$ cat src/rtl/spi_xfer_arbiter.sv
// spi_xfer_arbiter: shares one byte-wide SPI engine between N_REQ requesters.
// Each grant runs exactly one byte frame: the rd or wr strobe is held for
// XFER_CYCLES, read data is captured at frame end, and the granted requester
// gets a one-cycle done pulse. An idle gap of GAP_CYCLES separates frames.
// Optional build macro SPI_ARB_FIXED_PRIO_EN: fixed priority (lowest index
// wins) instead of the default round-robin arbitration.
module spi_xfer_arbiter #(
  parameter int N_REQ       = 2,
  parameter int DATA_W      = 8,
  parameter int XFER_CYCLES = 9,
  parameter int GAP_CYCLES  = 2
) (
  input  logic                    clk,
  input  logic                    rst_n,
  input  logic [N_REQ-1:0]        req,
  input  logic [N_REQ-1:0]        req_wr,
  input  logic [N_REQ*DATA_W-1:0] req_wdata,
  output logic [N_REQ-1:0]        gnt,
  output logic [N_REQ-1:0]        done,
  output logic [DATA_W-1:0]       rdata,
  output logic                    spi_wr,
  output logic                    spi_rd,
  output logic [DATA_W-1:0]       spi_wdata,
  input  logic [DATA_W-1:0]       spi_rdata
);

  localparam int IDX_W   = (N_REQ > 1) ? $clog2(N_REQ) : 1;
  localparam int CNT_MAX = (XFER_CYCLES > GAP_CYCLES) ? XFER_CYCLES : GAP_CYCLES;
  localparam int CNT_W   = $clog2(CNT_MAX + 1) + 1;

  typedef enum logic [1:0] {IDLE, XFER, CAPT, GAP} state_t;

  state_t             state, state_nxt;
  logic [CNT_W-1:0]   cnt, cnt_nxt;
  logic [N_REQ-1:0]   gnt_nxt, done_nxt;
  logic [DATA_W-1:0]  rdata_nxt, wdata_nxt;
  logic               wr_nxt, rd_nxt;
  logic [IDX_W-1:0]   owner, owner_nxt;
  logic               frame_wr, frame_wr_nxt;
  logic               found;
  logic [IDX_W-1:0]   win, cand;
`ifndef SPI_ARB_FIXED_PRIO_EN
  logic [IDX_W-1:0]   rr_ptr, rr_nxt;
`endif

  // Winner search: first requester found scanning from the priority start point
  always_comb begin
    found = 1'b0;
    win   = '0;
    cand  = '0;
    for (int k = 0; k < N_REQ; k++) begin
`ifdef SPI_ARB_FIXED_PRIO_EN
      cand = IDX_W'(k);
`else
      cand = IDX_W'((int'(rr_ptr) + k) % N_REQ);
`endif
      if (!found && req[cand]) begin
        found = 1'b1;
        win   = cand;
      end
    end
  end

  // Frame sequencer: next-state and next-output values, defaults hold everything
  always_comb begin
    state_nxt    = state;
    cnt_nxt      = cnt;
    gnt_nxt      = gnt;
    done_nxt     = '0;
    rdata_nxt    = rdata;
    wr_nxt       = spi_wr;
    rd_nxt       = spi_rd;
    wdata_nxt    = spi_wdata;
    owner_nxt    = owner;
    frame_wr_nxt = frame_wr;
`ifndef SPI_ARB_FIXED_PRIO_EN
    rr_nxt       = rr_ptr;
`endif
    case (state)
      IDLE: begin
        if (found) begin
          owner_nxt    = win;
          frame_wr_nxt = req_wr[win];
          wdata_nxt    = req_wdata[win*DATA_W +: DATA_W];
          gnt_nxt      = N_REQ'(1) << win;
          wr_nxt       = req_wr[win];
          rd_nxt       = ~req_wr[win];
          cnt_nxt      = CNT_W'(1);
          state_nxt    = XFER;
`ifndef SPI_ARB_FIXED_PRIO_EN
          rr_nxt       = (int'(win) == N_REQ - 1) ? '0 : win + 1'b1;
`endif
        end
      end
      XFER: begin
        if (cnt == CNT_W'(XFER_CYCLES)) begin
          wr_nxt    = 1'b0;
          rd_nxt    = 1'b0;
          state_nxt = CAPT;
        end else begin
          cnt_nxt = cnt + 1'b1;
        end
      end
      CAPT: begin
        done_nxt = N_REQ'(1) << owner;
        if (!frame_wr) rdata_nxt = spi_rdata;
        gnt_nxt   = '0;
        cnt_nxt   = '0;
        state_nxt = (GAP_CYCLES == 0) ? IDLE : GAP;
      end
      GAP: begin
        // cnt never exceeds GAP_CYCLES-1 here, so the increment cannot wrap
        if ((cnt + 1'b1) == CNT_W'(GAP_CYCLES)) state_nxt = IDLE;
        cnt_nxt = cnt + 1'b1;
      end
      default: state_nxt = IDLE;
    endcase
  end

  // State and output registers; reset aborts any frame immediately
  always_ff @(posedge clk) begin
    if (!rst_n) begin
      state     <= IDLE;
      cnt       <= '0;
      gnt       <= '0;
      done      <= '0;
      rdata     <= '0;
      spi_wr    <= 1'b0;
      spi_rd    <= 1'b0;
      spi_wdata <= '0;
      owner     <= '0;
      frame_wr  <= 1'b0;
`ifndef SPI_ARB_FIXED_PRIO_EN
      rr_ptr    <= '0;
`endif
    end else begin
      state     <= state_nxt;
      cnt       <= cnt_nxt;
      gnt       <= gnt_nxt;
      done      <= done_nxt;
      rdata     <= rdata_nxt;
      spi_wr    <= wr_nxt;
      spi_rd    <= rd_nxt;
      spi_wdata <= wdata_nxt;
      owner     <= owner_nxt;
      frame_wr  <= frame_wr_nxt;
`ifndef SPI_ARB_FIXED_PRIO_EN
      rr_ptr    <= rr_nxt;
`endif
    end
  end

endmodule

$ cat config.mk
export PLATFORM = sky130hd
export DESIGN_NAME = spi_xfer_arbiter
export DESIGN_NICKNAME = d
export VERILOG_FILES = /design/src/rtl/spi_xfer_arbiter.sv
export SDC_FILE = /design/constraint.sdc
export NUM_CORES = 1
export LEC_CHECK = 0
export BUFFER_PORTS_ARGS = -buffer_cell sky130_fd_sc_hd__buf_2
export CAP_MARGIN = 20
export CORE_MARGIN = 4
export CORE_UTILIZATION = 31
export CTS_CLUSTER_DIAMETER = 40
export DETAILED_ROUTE_END_ITERATION = 8
export GPL_TIMING_DRIVEN = 0
export PLACE_DENSITY = 0.58
export SYNTH_ARGS = -nofsm -noshare
export SYNTH_HDL_FRONTEND = slang
export SYNTH_SLANG_ARGS = --single-unit
export TNS_END_PERCENT = 100
$ cat constraint.sdc
create_clock -name clk -period 5.1 [get_ports clk]
set_input_delay 0.51 -clock clk [delete_from_list [all_inputs] [get_ports clk]]
set_output_delay 0.51 -clock clk [all_outputs]
set_load 0.01 [all_outputs]
==> qor.txt <==
number of flops mapped to enable cells by yosys = 0
overall global routing resource usage = 0.127
hold_ws = 466 ps
TritonRoute pass-1 iters = 4
vias per cell = 4.78
layout cell share with drive strength beyond 1 = 0.297
Min-Delay Path Class = flip-flop to flip-flop
number of setup buffers added after CTS = 0
H-tree depth = 2
outcome = finished, final reports clean
hpwl dp = 2580 um
largest net degree at the start of global routing = 11
CP bufs+invs = 2
core area = 4470 um2
gp weighted congestion = 0.705
Post-synth ARST share = 0
Finish-stage setup viols = 0
CP Max Fanout = 7
register bit total from synthesis = 32
area added between synthesis and finish = 29.0%
CP max-delay cell = or4_1
Worst Setup Start Kind = flip-flop
TNS Setup = 0 ps
Leakage = 0.815 nW
CP cell instances = inv_1, ha_1, inv_1, o21ai_0, or4_1, a21boi_1
CTS tree = built
Initial Util = 0.329
IO Port Bufs = 51
post-layout net count = 248
CP most frequent cell = inv_1
worst setup margin = 3230 ps
CTS Buffer Depth = 2
initial antenna violation count = 0
DP Area = 1790 um2
yosys warns = 0
# diodes = 0
CP Class = flip-flop to flip-flop
final hold violations = 0
fin crit period = 1870 ps
max-slew violations = 0
Num CTS Buffers = 5
Syn Nets = 190
chip height = 77.0 um
Mapped Cells = 153
WP data arrival = 2100 ps
worst relative slew slack = 0.542
Mean Syn Cell Area = 9.63 um2
Clock Latency Late Sink = 290 ps
Worst Tran Pin Value = 685 ps
post-cts sizing count = 0
vias in the first global route = 1211
post-route ant nets = 0
Primary FF master, synth = dfxtp_1
fmax = 0.534 GHz
dpl ws = 3220 ps
Synth cell types = 32
CP peak stage delay = 530 ps
R2R depth = 6
global route overflow = 0
clock root cell = clkbuf_8
post-synth design cell area = 1470 um2
Top delay family on crit path = simple AND/OR/NAND/NOR gates
CP Capture Type = flip-flop
die area = 5920 um2
aggregate routed wire length = 3540 um
die width = 77.0 um
Final Cell Area = 1900 um2
maxcap violations = 0
WL/cell = 13.4 um
first-pass GRT wire length = 5920 um
clk slew on worst S/H paths = 70 ps
Pwr Density = 482 nW/um2
sequential fraction of the synthesis area = 0.435
Worst VDD drop = 0.136 mV
Sink Count = 32
unrepaired setup endpoints after global routing = no
period utilization = 0.367
# rows = 24
clock skew = 3.26 ps
IO Count = 52
number of DRC markers in iteration 0 = 63
CP Depth = 6
vias = 1263
hold_buf cts = 0
Worst Hold Path Cells = 1
Critical Path RT = 5320 ps
# DRC = 0
[routing by layer]
metal / up-vias / routed length (um) / GRT usage
li1: 661 / - / -
met1: 555 / 1730 / 0.165
met2: 41 / 1480 / 0.184
met3: 6 / 258 / 0.0433
met4: 0 / 76 / 0.0652
met5: - / 0 / 0
[power by group]
group | internal, mW | switching, mW | total [mW]
logic | 0.143 | 0.192 | 0.336
clock network | 0.145 | 0.0968 | 0.242
registers | 0.303 | 0.0362 | 0.339
[synth_stat cells, types with 2 or more instances]
| cell | count | share of area |
|---|---|---|
| a21boi_0 | 2 | 0.010 |
| a21boi_1 | 2 | 0.010 |
| a21oi_1 | 4 | 0.014 |
| a222oi_1 | 8 | 0.054 |
| a22oi_1 | 3 | 0.015 |
| and3_1 | 2 | 0.0085 |
| clkbuf_1 | 4 | 0.010 |
| dfxtp_1 | 32 | 0.43 |
| ha_1 | 7 | 0.059 |
| inv_1 | 9 | 0.023 |
| mux2i_1 | 11 | 0.075 |
| nand2_1 | 7 | 0.018 |
| nand2b_1 | 2 | 0.0085 |
| nand3_1 | 2 | 0.0068 |
| nor2_1 | 6 | 0.015 |
| nor2b_1 | 24 | 0.10 |
| nor3_1 | 4 | 0.014 |
| o21ai_0 | 9 | 0.031 |
| or4_1 | 2 | 0.010 |
[cell families (layout without fill, tap and decap cells)]
kind of cell,Yosys count,after routing,share of synthesized area
DFF,32,32,0.435
AOI/OAI and AO/OA,35,35,0.178
buffers and inverters,13,72,0.0331
xor gates and xnor gates,1,1,0.00594
muxes,11,11,0.0747
adders and majority gates,7,7,0.0594
and+or+nand+nor,54,54,0.214
[layout by cell type (no fill, tap or decap), drive strengths merged]
cell type	instances
a211oi	2
a21boi	4
a21oi	4
a222oi	8
a22oi	3
and2	1
and3	2
buf	51
bufinv	1
clkbuf	10
clkinv	1
dfxtp	32
ha	7
inv	9
mux2i	11
nand2	7
nand2b	2
nand3	2
nand4	1
nand4bb	1
nor2	7
nor2b	24
nor3	4
o211ai	1
o21a	1
o21ai	11
o311ai	1
or3b	1
or4	2
xnor2	1
[state kept, by name (all words and copies together) (netlist names)]
name,flops
done,2
frame_wr,1
cnt,5
spi_wdata,8
rr_ptr,1
rdata,8
spi_rd,1
gnt,2
owner,1
state,2
spi_wr,1
[path summary, 6_finish.rpt]
| kind | start | endpoint | slack (ps) |
|---|---|---|---|
| setup / recovery | state[0] | cnt[3] | 3230 |
| hold / removal | owner | done[0] | 470 |
| setup reg to reg | state[0] | cnt[3] | 3230 |
| hold reg to reg | owner | done[0] | 470 |
[cell type report]
| type | instances | area, um2 |
|---|---|---|
| plain buffers | 4 | 15.0 |
| repair buffers | 51 | 255 |
| multi-input cells | 108 | 785 |
| flip-flops and latches | 32 | 641 |
| well taps | 52 | 65.1 |
| clock buffers | 6 | 72.6 |
| fillers | 451 | 2570 |
| inverters | 9 | 33.8 |
| clock inverters | 2 | 35.0 |
[per-stage QoR]
step | utilization | std cells | power, mW
2_1_floorplan | - | 153 | 0.581
3_5_place_dp | 0.401 | 256 | 0.683
3_3_place_gp | 0.401 | 256 | 0.682
6_report | 0.425 | 264 | 0.917
5_1_grt | 0.425 | 264 | 0.991
4_1_cts | 0.425 | 264 | 0.929
Note: power is estimated with default switching activity, not from simulation.
